**src/rtl/mips_run_monitor.sv**
```systemverilog
// Run sequencer and completion monitor for MIPS_Core: holds the core in reset, releases it,
// watches for the terminating syscall or a cycle timeout, and keeps a circular PC trace.
module mips_run_monitor #(
    parameter int unsigned RST_HOLD_CYCLES = 2,
    parameter int unsigned TIMEOUT_CYCLES  = 50000,
    parameter int unsigned TRACE_DEPTH     = 8,
    parameter logic [31:0] SYSCALL_WORD    = 32'h0000000C,
    localparam int unsigned IDX_W          = $clog2(TRACE_DEPTH)
) (
    input  logic             clk,
    input  logic             rst,
    input  logic             start,
    input  logic [31:0]      pc,
    input  logic [31:0]      inst,
    input  logic [31:0]      v0,
    input  logic [IDX_W-1:0] trace_idx,
    output logic             core_rst,
    output logic [2:0]       state,
    output logic             halted,
    output logic             timed_out,
    output logic [31:0]      cycle_cnt,
    output logic [31:0]      result,
    output logic [31:0]      halt_pc,
    output logic [31:0]      trace_pc,
    output logic [IDX_W:0]   trace_count
);

    localparam int unsigned HOLD_W = (RST_HOLD_CYCLES < 2) ? 1 : $clog2(RST_HOLD_CYCLES + 1);

    typedef enum logic [2:0] {
        ST_IDLE    = 3'd0,
        ST_HOLD    = 3'd1,
        ST_RUN     = 3'd2,
        ST_DONE    = 3'd3,
        ST_TIMEOUT = 3'd4
    } state_t;

    state_t            state_q, state_d;
    logic [HOLD_W-1:0] hold_q, hold_d;
    logic [31:0]       cycle_q, cycle_d;
    logic [31:0]       result_q, result_d;
    logic [31:0]       halt_pc_q, halt_pc_d;
    logic [IDX_W-1:0]  wr_ptr_q, wr_ptr_d;
    logic [IDX_W:0]    count_q, count_d;
    logic              core_rst_q, core_rst_d;
    logic              trace_we;
    logic [31:0]       trace_pc_q;
    logic [IDX_W-1:0]  rd_addr;

    logic [31:0]       trace_mem [TRACE_DEPTH];

    always_comb begin
        state_d   = state_q;
        hold_d    = hold_q;
        cycle_d   = cycle_q;
        result_d  = result_q;
        halt_pc_d = halt_pc_q;
        wr_ptr_d  = wr_ptr_q;
        count_d   = count_q;
        trace_we  = 1'b0;

        case (state_q)
            ST_IDLE, ST_DONE, ST_TIMEOUT: begin
                if (start) begin
                    cycle_d   = '0;
                    count_d   = '0;
                    wr_ptr_d  = '0;
                    result_d  = '0;
                    halt_pc_d = '0;
                    hold_d    = HOLD_W'(RST_HOLD_CYCLES);
                    state_d   = ST_HOLD;
                end
            end
            ST_HOLD: begin
                hold_d = hold_q - HOLD_W'(1);
                if (hold_q <= HOLD_W'(1)) begin
                    state_d = ST_RUN;
                end
            end
            ST_RUN: begin
                trace_we = 1'b1;
                wr_ptr_d = wr_ptr_q + IDX_W'(1);
                if (count_q != (IDX_W+1)'(TRACE_DEPTH)) begin
                    count_d = count_q + (IDX_W+1)'(1);
                end
                cycle_d = cycle_q + 32'd1;
                // Syscall wins over a timeout landing on the same cycle.
                if (inst == SYSCALL_WORD) begin
                    result_d  = v0;
                    halt_pc_d = pc;
                    state_d   = ST_DONE;
                end else if (cycle_q == 32'(TIMEOUT_CYCLES - 1)) begin
                    state_d = ST_TIMEOUT;
                end
            end
            default: state_d = ST_IDLE;
        endcase
    end

    // Registered from next state so the core is frozen on the edge that ends the run.
    assign core_rst_d = (state_d != ST_RUN);

    always_ff @(posedge clk or posedge rst) begin
        if (rst) begin
            state_q    <= ST_IDLE;
            hold_q     <= '0;
            cycle_q    <= '0;
            result_q   <= '0;
            halt_pc_q  <= '0;
            wr_ptr_q   <= '0;
            count_q    <= '0;
            core_rst_q <= 1'b1;
        end else begin
            state_q    <= state_d;
            hold_q     <= hold_d;
            cycle_q    <= cycle_d;
            result_q   <= result_d;
            halt_pc_q  <= halt_pc_d;
            wr_ptr_q   <= wr_ptr_d;
            count_q    <= count_d;
            core_rst_q <= core_rst_d;
        end
    end

    always_ff @(posedge clk) begin
        if (trace_we) begin
            trace_mem[wr_ptr_q] <= pc;
        end
    end

    // Newest entry sits just behind the write pointer; wraps naturally at a power-of-two depth.
    assign rd_addr = wr_ptr_q - IDX_W'(1) - trace_idx;

    always_ff @(posedge clk or posedge rst) begin
        if (rst) begin
            trace_pc_q <= '0;
        end else begin
            trace_pc_q <= trace_mem[rd_addr];
        end
    end

    assign core_rst    = core_rst_q;
    assign state       = state_q;
    assign halted      = (state_q == ST_DONE);
    assign timed_out   = (state_q == ST_TIMEOUT);
    assign cycle_cnt   = cycle_q;
    assign result      = result_q;
    assign halt_pc     = halt_pc_q;
    assign trace_pc    = trace_pc_q;
    assign trace_count = count_q;

endmodule

```
**config.mk**
```make
export PLATFORM = sky130hd
export DESIGN_NAME = mips_run_monitor
export DESIGN_NICKNAME = d
export VERILOG_FILES = /design/src/rtl/mips_run_monitor.sv
export SDC_FILE = /design/constraint.sdc
export NUM_CORES = 1
export LEC_CHECK = 0
export ABC_CLOCK_PERIOD_IN_PS = 8600
export CORE_MARGIN = 1
export CORE_UTILIZATION = 40
export DETAILED_ROUTE_END_ITERATION = 12
export SYNTH_ARGS = -nofsm -noshare
export SYNTH_HDL_FRONTEND = slang
export SYNTH_SLANG_ARGS = --single-unit
```
**constraint.sdc**
```tcl
create_clock -name clk -period 8.6 [get_ports clk]
set_input_delay 1.72 -clock clk [delete_from_list [all_inputs] [get_ports clk]]
set_output_delay 1.72 -clock clk [all_outputs]
set_load 0.02 [all_outputs]
```
==> results.py, run 1 <==
metrics = {
    "outcome": {
        "status": "completed",
    },
    "timing": {
        "worst_pin_slew_ns": 1.11,
        "clock_skew_ns": 0.0127,
        "whs_ns": 0.508,
        "setup_viol": 0,
        "rsz0062_at_grt": "no",
        "hold_viol_final": 0,
        "setup_tns_ns": 0,
        "max-slew-margin-rel": 0.261,
        "timing.final.crit_share": 0.520,
        "slew_viol_final": 0,
        "fin_crit_ns": 4.47,
        "setup_ws_ns": 4.13,
        "max_freq_ghz": 0.224,
    },
    "cts": {
        "numCtsBuffers": 43,
        "path_clk_slew_ns": 0.06,
        "cts_tree": "done",
        "cts.repair.resized": 0,
        "cts_root_buf": "clkbuf_16",
        "clkSinkCount": 397,
        "clk_latency_ns": 0.53,
        "postCtsSetupRepairBufs": 0,
        "ctsHoldBuffers": 0,
        "ctsHtreeMaxLevel": 2,
        "clockBufferDepth": 3,
    },
    "power_and_ir_drop": {
        "cell_internal_pwr_mw": 3.77,
        "p_switching_mw": 1.69,
        "p_leak_nw": 7.49,
        "switching_share": 0.309,
        "power_frac_clock": 0.334,
        "p_seq_frac": 0.420,
        "max-vdd-ir-drop_mv": 0.194,
        "p_per_area_nw_per_um2": 269,
        "power_frac_comb": 0.246,
    },
    "placed_design": {
        "hpwl_microns": 23400,
        "dpl_worst_slack_ns": 3.54,
        "port-buffer-count": 239,
        "gp_congestion": 0.789,
    },
    "final_layout": {
        "final_nets": 1652,
        "syn2layout_area_growth_pct": 27.1,
        "fill_cells": 3368,
        "drive_gt1_frac": 0.0698,
        "antenna_cells": 0,
    },
    "floorplanning": {
        "die_h_microns": 202,
        "num_rows": 72,
        "start_util": 0.409,
        "dieWidth_microns": 202,
        "core_sq_um": 39000,
        "die-area_sq_um": 40700,
        "io-pin-count": 240,
    },
    "global_route": {
        "antenna_found_initial": 1,
        "grt_pass1_vias": 10900,
        "grt_max_degree": 78,
        "grt_overflow": 0,
        "grt_first_pass_wirelength_microns": 64900,
        "grt_use_total": 0.206,
    },
    "setup_path": {
        "r2r-end": "trace_pc[15]",
        "cp-startpoint": "inst[26]",
        "crit_path_max_incr_delay_ns": 0.92,
        "cp_max_fo": 44,
        "worstSetupStartpointType": "input pin",
        "r2r_start": "wr_ptr_q[0]",
        "r2r_setup_slack_ns": 5.37,
        "critPathKind": "in -> reg",
        "end_kind": "register",
        "worstRegToRegCells": 8,
        "critPathRequiredTime_ns": 8.99,
        "crit_slowest_cell": "nor3_4",
        "path_cells": "clkdlybuf4s50_1 -> nor4b_1 -> nand4_1 -> nor3_4 -> buf_4 -> o21ai_0",
        "worstPathArrival_ns": 4.85,
    },
    "synthesis": {
        "synth_ff_type": "edfxtp_1",
        "netlist.area_leader.share": 0.482,
        "seq_area_frac_synth": 0.703,
        "synth_top_area_cell": "edfxtp_1",
        "synth_area_per_cell_sq_um": 12.0,
        "syn_nets": 1436,
        "synth_cell_type_count": 49,
        "synthArstFlopShare": 0.355,
        "synth_edf_count": 256,
        "syn_inst": 1327,
        "synth.area.top_cells": "edfxtp_1 (48%), dfrtp_1 (22%), nand2_1 (8.5%)",
        "synth_area_sq_um": 16000,
        "synth_seq_cells": 397,
        "ys_warn_count": 0,
    },
    "hold_path": {
        "worstHoldStart": "hold_q[1]",
        "hp-class": "reg -> reg",
        "hold-path-cell-count": 1,
        "holdPathEnd": "hold_q[1]",
    },
    "route": {
        "wl_met2_microns": 19200,
        "detail_route.wl_per_cell_microns": 20.0,
        "vias": 11200,
        "finalWirelength_microns": 41900,
        "wl_met1_microns": 19100,
        "dr.max_layer_used": "met5",
        "drt_first_pass_iters": 5,
        "drt-initial-drc-count": 776,
        "antenna_left": 0,
        "routed_via_density": 5.35,
        "wl_met3_microns": 2880,
        "post-route-drc-count": 0,
    },
    "job": {
        "cap_viol_max_count": 0,
    },
}
## synth_stat cells (2+ instances only)
| cell type | count |
|---|---|
| dfrtp_1 | 140 |
| inv_1 | 14 |
| clkbuf_1 | 41 |
| nor3b_1 | 2 |
| mux2i_1 | 24 |
| or3_1 | 2 |
| clkbuf_2 | 6 |
| nand2_1 | 361 |
| nand4_1 | 82 |
| edfxtp_1 | 256 |
| nand4b_1 | 2 |
| o21a_1 | 3 |
| buf_1 | 8 |
| and3_1 | 6 |
| nand2b_1 | 2 |
| a21oi_1 | 7 |
| nand3_1 | 151 |
| nor3_1 | 10 |
| buf_2 | 33 |
| nor2_1 | 10 |
| nor4_4 | 2 |
| o21ai_1 | 6 |
| nor4b_1 | 3 |
| o21ai_0 | 74 |
| nor2b_1 | 2 |
| xnor2_1 | 2 |
| and4_1 | 37 |
| nor4_1 | 13 |
| ha_1 | 6 |
| and2_1 | 3 |
## worst max-delay path: cells and delay by family
family | cells | cell delay [ns]
AO/OA/AOI/OAI | 1 | 0.16
buffers and inverters | 2 | 0.96
AND/OR/NAND/NOR | 3 | 1.99
## cells by family (layout without fill, tap and decap cells)
group | count (synthesis) | count (layout) | share of synthesized area
buf+inv | 102 | 352 | 0.0271
flops | 397 | 397 | 0.703
simple gates | 694 | 694 | 0.212
fa+ha+maj | 7 | 7 | 0.00596
mux | 24 | 24 | 0.0151
compound gates | 99 | 99 | 0.0332
xor+xnor | 4 | 4 | 0.00400
## per-layer routing
| metal | GRT usage | vias to the layer above |
|---|---|---|
| met4 | 0.0490 | 2 |
| met1 | 0.298 | 5542 |
| met3 | 0.0465 | 58 |
| li1 | - | 5242 |
| met5 | 0 | - |
| met2 | 0.316 | 357 |
## placed cells by master, fill, tap and decap left out, types with 4 or more instances in the layout
master           count
nand3_1            151
nor3_1               6
clkbuf_16           45
inv_1               13
buf_4               20
clkinv_2            10
and3_1               6
clkdlybuf4s50_1    239
nor3_2               4
nor2_4               5
nor2_1               6
clkinv_1             6
clkbuf_1             8
nor4_1              12
o21ai_1              5
dfrtp_1            140
nand2_1            361
and4_1              35
ha_1                 6
clkbuf_8             5
o21ai_0             74
a21oi_1              7
edfxtp_1           256
nand4_1             82
mux2i_1             24
## stage by stage
step | instances | cell area [sq um] | util | total power, mW
final | 2095 | 20300 | 0.520 | 5.45
after global routing | 2095 | 20300 | 0.520 | 5.73
after global placement | 2016 | 18900 | 0.484 | 3.68
after CTS | 2095 | 20300 | 0.520 | 5.52
after floorplan | 1327 | 16000 | - | 3.13
after detailed placement | 2016 | 18900 | 0.484 | 3.69
## power by group through the flow
stage                     combinational (mW)  sequential, mW  clock (mW)
after detailed placement                1.36            2.33           0
after floorplan                        0.709            2.42           0
after CTS                               1.37            2.29        1.86
after global routing                    1.48            2.31        1.94
after global placement                  1.35            2.33           0
final                                   1.34            2.29        1.82
## area by class of cell
type | count | area (sq um) | area share
Clock buffer | 58 | 1220 | 0.0604
Clock inverter | 21 | 178 | 0.00876
Inverter | 14 | 57.6 | 0.00284
Multi-Input combinational cell | 828 | 4400 | 0.217
Sequential cell | 397 | 11200 | 0.553
Tap cell | 518 | 648 | 0.0320
Timing Repair Buffer | 259 | 2540 | 0.125
## registers in the layout (all words and copies together), names as in the netlist
register	count
result	32
trace_pc	32
trace_mem	256
core_rst	1
state	3
cycle_cnt	32
halt_pc	32
trace_count	4
hold_q	2
wr_ptr_q	3
## worst max path at each step
stage / to
floorplan: cycle_cnt[0]
global placement: halt_pc[24]
detailed placement: halt_pc[24]
CTS: result[5]
global route: result[18]
finish: result[14]
No activity file was read; power rests on OpenSTA's default activity.
==> inputs of run 2 (changes only) <==
--- a/config.mk
+++ b/config.mk
@@ -5,7 +5,7 @@
 export SDC_FILE = /design/constraint.sdc
 export NUM_CORES = 1
 export LEC_CHECK = 0
-export ABC_CLOCK_PERIOD_IN_PS = 8600
+export ABC_CLOCK_PERIOD_IN_PS = 4300
 export CORE_MARGIN = 1
 export CORE_UTILIZATION = 40
 export DETAILED_ROUTE_END_ITERATION = 12
==> constraint.sdc (replaced) <==
create_clock -name clk -period 4.3 [get_ports clk]
set_input_delay 0.86 -clock clk [delete_from_list [all_inputs] [get_ports clk]]
set_output_delay 0.86 -clock clk [all_outputs]
set_load 0.02 [all_outputs]
==> run 2 against run 1 <==
Effect of this change:
- die area did not move
- critical endpoint is now timed_out
- sequential cell count did not move
- clock power rose by 100%
- clock skew rose by 0.0026 ns
- setup slack got worse by 2.8 ns
- global-route usage rose by 0.19 points
- via count rose by 0.37%
==> results.py, run 2 (synthesized netlist as in run 1, its figures left out) <==
metrics = {
    "timing": {
        "fin_crit_ns": 2.96,
        "timing.final.crit_share": 0.689,
        "slew_viol_final": 0,
        "hold_viol_final": 0,
        "max-slew-margin-rel": 0.371,
        "worst_pin_slew_ns": 0.943,
        "max_freq_ghz": 0.337,
        "setup_tns_ns": 0,
        "clock_skew_ns": 0.0152,
        "rsz0062_at_grt": "no",
        "setup_viol": 0,
    },
    "global_route": {
        "use_met1": 0.285,
        "met2_usage": 0.333,
        "grt_max_degree": 75,
        "grt_use_total": 0.208,
        "grt_overflow": 0,
        "grt-busiest-layer": "met2",
        "grt_use_met3": 0.0466,
        "antenna_found_initial": 1,
        "grt_first_pass_wirelength_microns": 65300,
        "grt_pass1_vias": 11200,
    },
    "setup_path": {
        "worstRegToRegCells": 8,
        "r2r_setup_slack_ns": 1.62,
        "end_kind": "output pin",
        "cp-startpoint": "state[0]",
        "worstPathArrival_ns": 2.10,
        "r2r_start": "wr_ptr_q[0]",
        "worstSetupEndpoint": "timed_out",
        "path_cells": "nor2_1 -> nand2_1 -> inv_1 -> clkdlybuf4s50_1",
        "crit_path_max_incr_delay_ns": 0.61,
        "worstSetupStartpointType": "register",
        "critPathRequiredTime_ns": 3.44,
        "critPathKind": "reg -> out",
        "r2r-end": "trace_pc[11]",
        "crit_slowest_cell": "clkdlybuf4s50_1",
        "cp_max_fo": 9,
    },
    "power_and_ir_drop": {
        "max-vdd-ir-drop_mv": 0.407,
        "p_seq_frac": 0.415,
        "total_power_mw": 11.1,
        "p_leak_nw": 7.61,
        "p_switching_mw": 3.43,
        "power_frac_comb": 0.251,
        "power_frac_clock": 0.334,
        "cell_internal_pwr_mw": 7.67,
        "switching_share": 0.309,
        "p_per_area_nw_per_um2": 540,
    },
    "placed_design": {
        "hpwl_microns": 25300,
        "port-buffer-count": 239,
        "gp_congestion": 0.808,
    },
    "final_layout": {
        "drive_gt1_frac": 0.0772,
        "largest_register_ffs": 256,
        "regArea_sq_um": 11200,
        "syn2layout_area_growth_pct": 28.8,
        "post-route-util": 0.527,
        "multi_input_area_sq_um": 4410,
        "fill_cells": 3361,
        "final_common_cell": "nand2_1",
        "largest_register": "trace_mem",
        "final_nets": 1667,
        "final_cell_mix": "nand2_1 (361), edfxtp_1 (256), clkdlybuf4s50_1 (239)",
    },
    "route": {
        "post-route-drc-count": 0,
        "antenna_left": 0,
        "drt-initial-drc-count": 732,
        "drt_first_pass_iters": 5,
        "routed_via_density": 5.32,
        "detail_route.wl_per_cell_microns": 19.9,
        "finalWirelength_microns": 42100,
        "vias": 11200,
    },
    "job": {
        "cap_viol_max_count": 0,
    },
    "cts": {
        "clk_latency_ns": 0.57,
        "cts_root_buf": "clkbuf_16",
        "postCtsSetupRepairBufs": 0,
        "clkSinkCount": 397,
        "ctsHtreeMaxLevel": 2,
        "cts_tree": "done",
        "numCtsBuffers": 43,
        "cts.repair.resized": 0,
        "clockBufferDepth": 3,
        "path_clk_slew_ns": 0.06,
        "ctsHoldBuffers": 0,
    },
    "hold_path": {
        "hp-class": "reg -> reg",
    },
    "floorplanning": {
        "dieWidth_microns": 202,
        "core_sq_um": 39000,
        "die_h_microns": 202,
        "start_util": 0.409,
        "num_rows": 72,
        "die-area_sq_um": 40700,
        "io-pin-count": 240,
    },
    "outcome": {
        "status": "completed",
    },
}
-- run 2: cell count changes in the layout (fill, tap and decap cells not counted), sizes merged --
cell      delta
buf         +15
bufinv       +2
clkbuf       -6
inv          +2
clkinv       +4
diode        +2
clkinvlp     -1
-- run 2: metrics by stage --
step	instance area (sq um)	instances	setup slack [ns]	hold WS [ns]
floorplan	16000	1327	0.142	0.482
global placement	19100	2031	0.896	0.499
detailed placement	19100	2031	0.877	0.508
CTS	20500	2111	1.29	0.517
global route	20500	2112	1.23	0.541
finish	20500	2113	1.34	0.513
-- run 2: area by class of cell --
type | count | area share
timing repair buffer | 274 | 0.135
antenna | 2 | 0.000244
clock buffer | 52 | 0.0555
clock inverter | 28 | 0.0139
sequential | 397 | 0.546
multi-input combinational | 828 | 0.215
tap | 518 | 0.0315
inverter | 14 | 0.00274
-- run 2: per-layer routing --
metal  share of wire  up-vias
met5               0        -
met4           0.018        0
li1                -     5272
met2            0.47      348
met3           0.066       50
met1            0.44     5573
-- run 2: worst min path at each step --
stage	cells past startpoint	endpoint	start
after floorplan	1	hold_q[1]	hold_q[1]
after global placement	1	hold_q[1]	hold_q[1]
after detailed placement	1	hold_q[1]	hold_q[1]
after CTS	2	halt_pc[1]	halt_pc[1]
after global routing	2	halt_pc[1]	halt_pc[1]
final	2	halt_pc[1]	halt_pc[1]
-- run 2: critical path: cells and delay by family, from the launching register on --
| kind | cells | cell delay (ns) |
|---|---|---|
| buffers and inverters | 2 | 0.69 |
| and+or+nand+nor | 2 | 0.38 |
| DFF | 1 | 0.48 |
-- run 2: power groups by stage --
stage / Sequential, mW / Clock, mW / Combinational, mW
floorplan: 4.84 / 0 / 1.42
global placement: 4.69 / 0 / 2.79
detailed placement: 4.69 / 0 / 2.83
CTS: 4.61 / 3.79 / 2.84
global route: 4.64 / 3.93 / 3.05
finish: 4.61 / 3.70 / 2.79
==> inputs of run 3 (changes only) <==
--- a/config.mk
+++ b/config.mk
@@ -5,7 +5,7 @@
 export SDC_FILE = /design/constraint.sdc
 export NUM_CORES = 1
 export LEC_CHECK = 0
-export ABC_CLOCK_PERIOD_IN_PS = 4300
+export ABC_CLOCK_PERIOD_IN_PS = 2500
 export CORE_MARGIN = 1
 export CORE_UTILIZATION = 40
 export DETAILED_ROUTE_END_ITERATION = 12
==> constraint.sdc (replaced) <==
create_clock -name clk -period 2.5 [get_ports clk]
set_input_delay 0.5 -clock clk [delete_from_list [all_inputs] [get_ports clk]]
set_output_delay 0.5 -clock clk [all_outputs]
set_load 0.02 [all_outputs]
==> run 3 against run 2 <==
Effect of this change:
- sequential cell count stayed put
- utilization is 1.2 points higher
- register-to-register slack worse by 1.2 ns
- power is 76% higher
- cell count is 1.1% higher
- sequential power is 70% higher
- setup slack worse by 1.2 ns
- routed wire length is 0.85% lower
- global-route usage is 0.28 points lower
- cell area is 2.3% higher
- critical path type unchanged
==> results.py, run 3 (synthesized netlist as in run 1, its figures left out) <==
metrics = {
    "timing": {
        "slew_viol_final": 0,
        "max_freq_ghz": 0.424,
        "rsz0062_at_grt": "no",
        "max-slew-margin-rel": 0.597,
        "worst_pin_slew_ns": 0.599,
        "setup_tns_ns": 0,
        "fin_crit_ns": 2.36,
        "setup_viol": 0,
        "clock_skew_ns": 0.0125,
        "hold_viol_final": 0,
        "whs_ns": 0.296,
        "timing.final.crit_share": 0.944,
    },
    "global_route": {
        "grt_pass1_vias": 11400,
        "antenna_found_initial": 1,
        "grt_first_pass_wirelength_microns": 65100,
        "grt_use_total": 0.205,
        "grt_overflow": 0,
        "grt_max_degree": 61,
    },
    "cts": {
        "cts_root_buf": "clkbuf_16",
        "cts.repair.resized": 2,
        "ctsHtreeMaxLevel": 2,
        "clkSinkCount": 397,
        "cts_tree": "done",
        "numCtsBuffers": 44,
        "path_clk_slew_ns": 0.06,
        "clockBufferDepth": 3,
        "clk_latency_ns": 0.54,
        "postCtsSetupRepairBufs": 0,
        "ctsHoldBuffers": 0,
    },
    "floorplanning": {
        "die-area_sq_um": 40700,
        "die_h_microns": 202,
        "core_sq_um": 39000,
        "num_rows": 72,
        "dieWidth_microns": 202,
        "io-pin-count": 240,
        "start_util": 0.409,
    },
    "setup_path": {
        "critPathKind": "reg -> out",
        "end_kind": "output pin",
        "cp_max_fo": 6,
        "worstSetupStartpointType": "register",
        "worstPathArrival_ns": 1.86,
        "critPathRequiredTime_ns": 2.00,
    },
    "final_layout": {
        "final_nets": 1692,
        "final_common_cell": "nand2_1",
        "regArea_sq_um": 11200,
        "post-route-util": 0.539,
        "largest_register": "trace_mem",
        "fill_cells": 3256,
        "largest_register_ffs": 256,
        "drive_gt1_frac": 0.0982,
        "finalNonFillerCells": 2137,
        "syn2layout_area_growth_pct": 31.7,
        "multi_input_area_sq_um": 4420,
        "antenna_cells": 0,
        "final_cell_mix": "nand2_1 (361), edfxtp_1 (256), clkdlybuf4s50_1 (237)",
    },
    "job": {
        "cap_viol_max_count": 0,
    },
    "power_and_ir_drop": {
        "total_power_mw": 19.5,
        "p_per_area_nw_per_um2": 928,
        "p_leak_nw": 7.83,
        "max-vdd-ir-drop_mv": 0.628,
    },
    "route": {
        "antenna_left": 0,
        "vias": 11400,
        "finalWirelength_microns": 41700,
        "drt_first_pass_iters": 5,
        "routed_via_density": 5.34,
        "detail_route.wl_per_cell_microns": 19.5,
        "post-route-drc-count": 0,
        "drt-initial-drc-count": 701,
    },
    "placed_design": {
        "gp_congestion": 0.796,
        "dp.cells": 2055,
        "port-buffer-count": 239,
        "hpwl_microns": 25200,
    },
    "outcome": {
        "status": "completed",
    },
    "hold_path": {
        "hp-class": "in -> async",
    },
}
## run 3: changes by cell type in the layout (fill, tap and decap cells not counted), moves of 2 or more
cell | previous run | this run
buf_12 | 10 | 29
clkinv_1 | 10 | 4
buf_4 | 25 | 30
inv_6 | 1 | 3
clkbuf_8 | 3 | 6
clkdlybuf4s50_1 | 239 | 237
dfrtp_2 | 0 | 3
dlygate4sd2_1 | 0 | 2
diode_2 | 2 | 0
clkinv_2 | 10 | 13
dfrtp_1 | 140 | 137
## run 3: cell type report
cell class | instances | area share
clock buffers | 56 | 0.0574
clock inverters | 26 | 0.0125
inverters | 14 | 0.00268
multi-input cells | 828 | 0.210
flip-flops and latches | 397 | 0.534
well taps | 518 | 0.0308
repair buffers | 298 | 0.152
## run 3: worst max-delay path, stage by stage, from the launching register on
cell	delay (ns)
dfrtp_2	0.42
buf_4	0.16
nor2_1	0.22
nand2_1	0.12
inv_1	0.07
dlygate4sd2_1	0.33
## run 3: worst paths after layout
check                            startpoint       endpoint  slack, ns  cells past startpoint
worst max-delay path               state[0]      timed_out       0.14                      5
worst min-delay path                    rst  cycle_cnt[11]       0.30                      2
worst max register to register  wr_ptr_q[0]   trace_pc[20]       0.39                      8
worst min register to register    hold_q[1]      hold_q[1]       0.52                      1
max in group asynchronous               rst   trace_pc[30]       1.49                      3
min in group clk                  hold_q[1]      hold_q[1]       0.52                      1
## run 3: metrics by stage
stage	setup slack [ns]	cell area, sq um
2_1_floorplan	-1.48	16000
3_3_place_gp	-0.212	19500
3_5_place_dp	-0.216	19500
4_1_cts	0.110	21000
5_1_grt	0.0494	21000
6_report	0.139	21000
## run 3: layer usage
metal / track usage / up-vias / wire length [microns]
met5: 0 / - / 12
met2: 0.340 / 378 / 19900
met3: 0.0444 / 60 / 2910
met1: 0.277 / 5650 / 18100
li1: - / 5323 / -
met4: 0.0468 / 2 / 760
## run 3: report_power, final
part | switching, mW | internal [mW]
Combinational | 3.12 | 2.04
Sequential | 0.263 | 7.60
Clock | 2.60 | 3.86
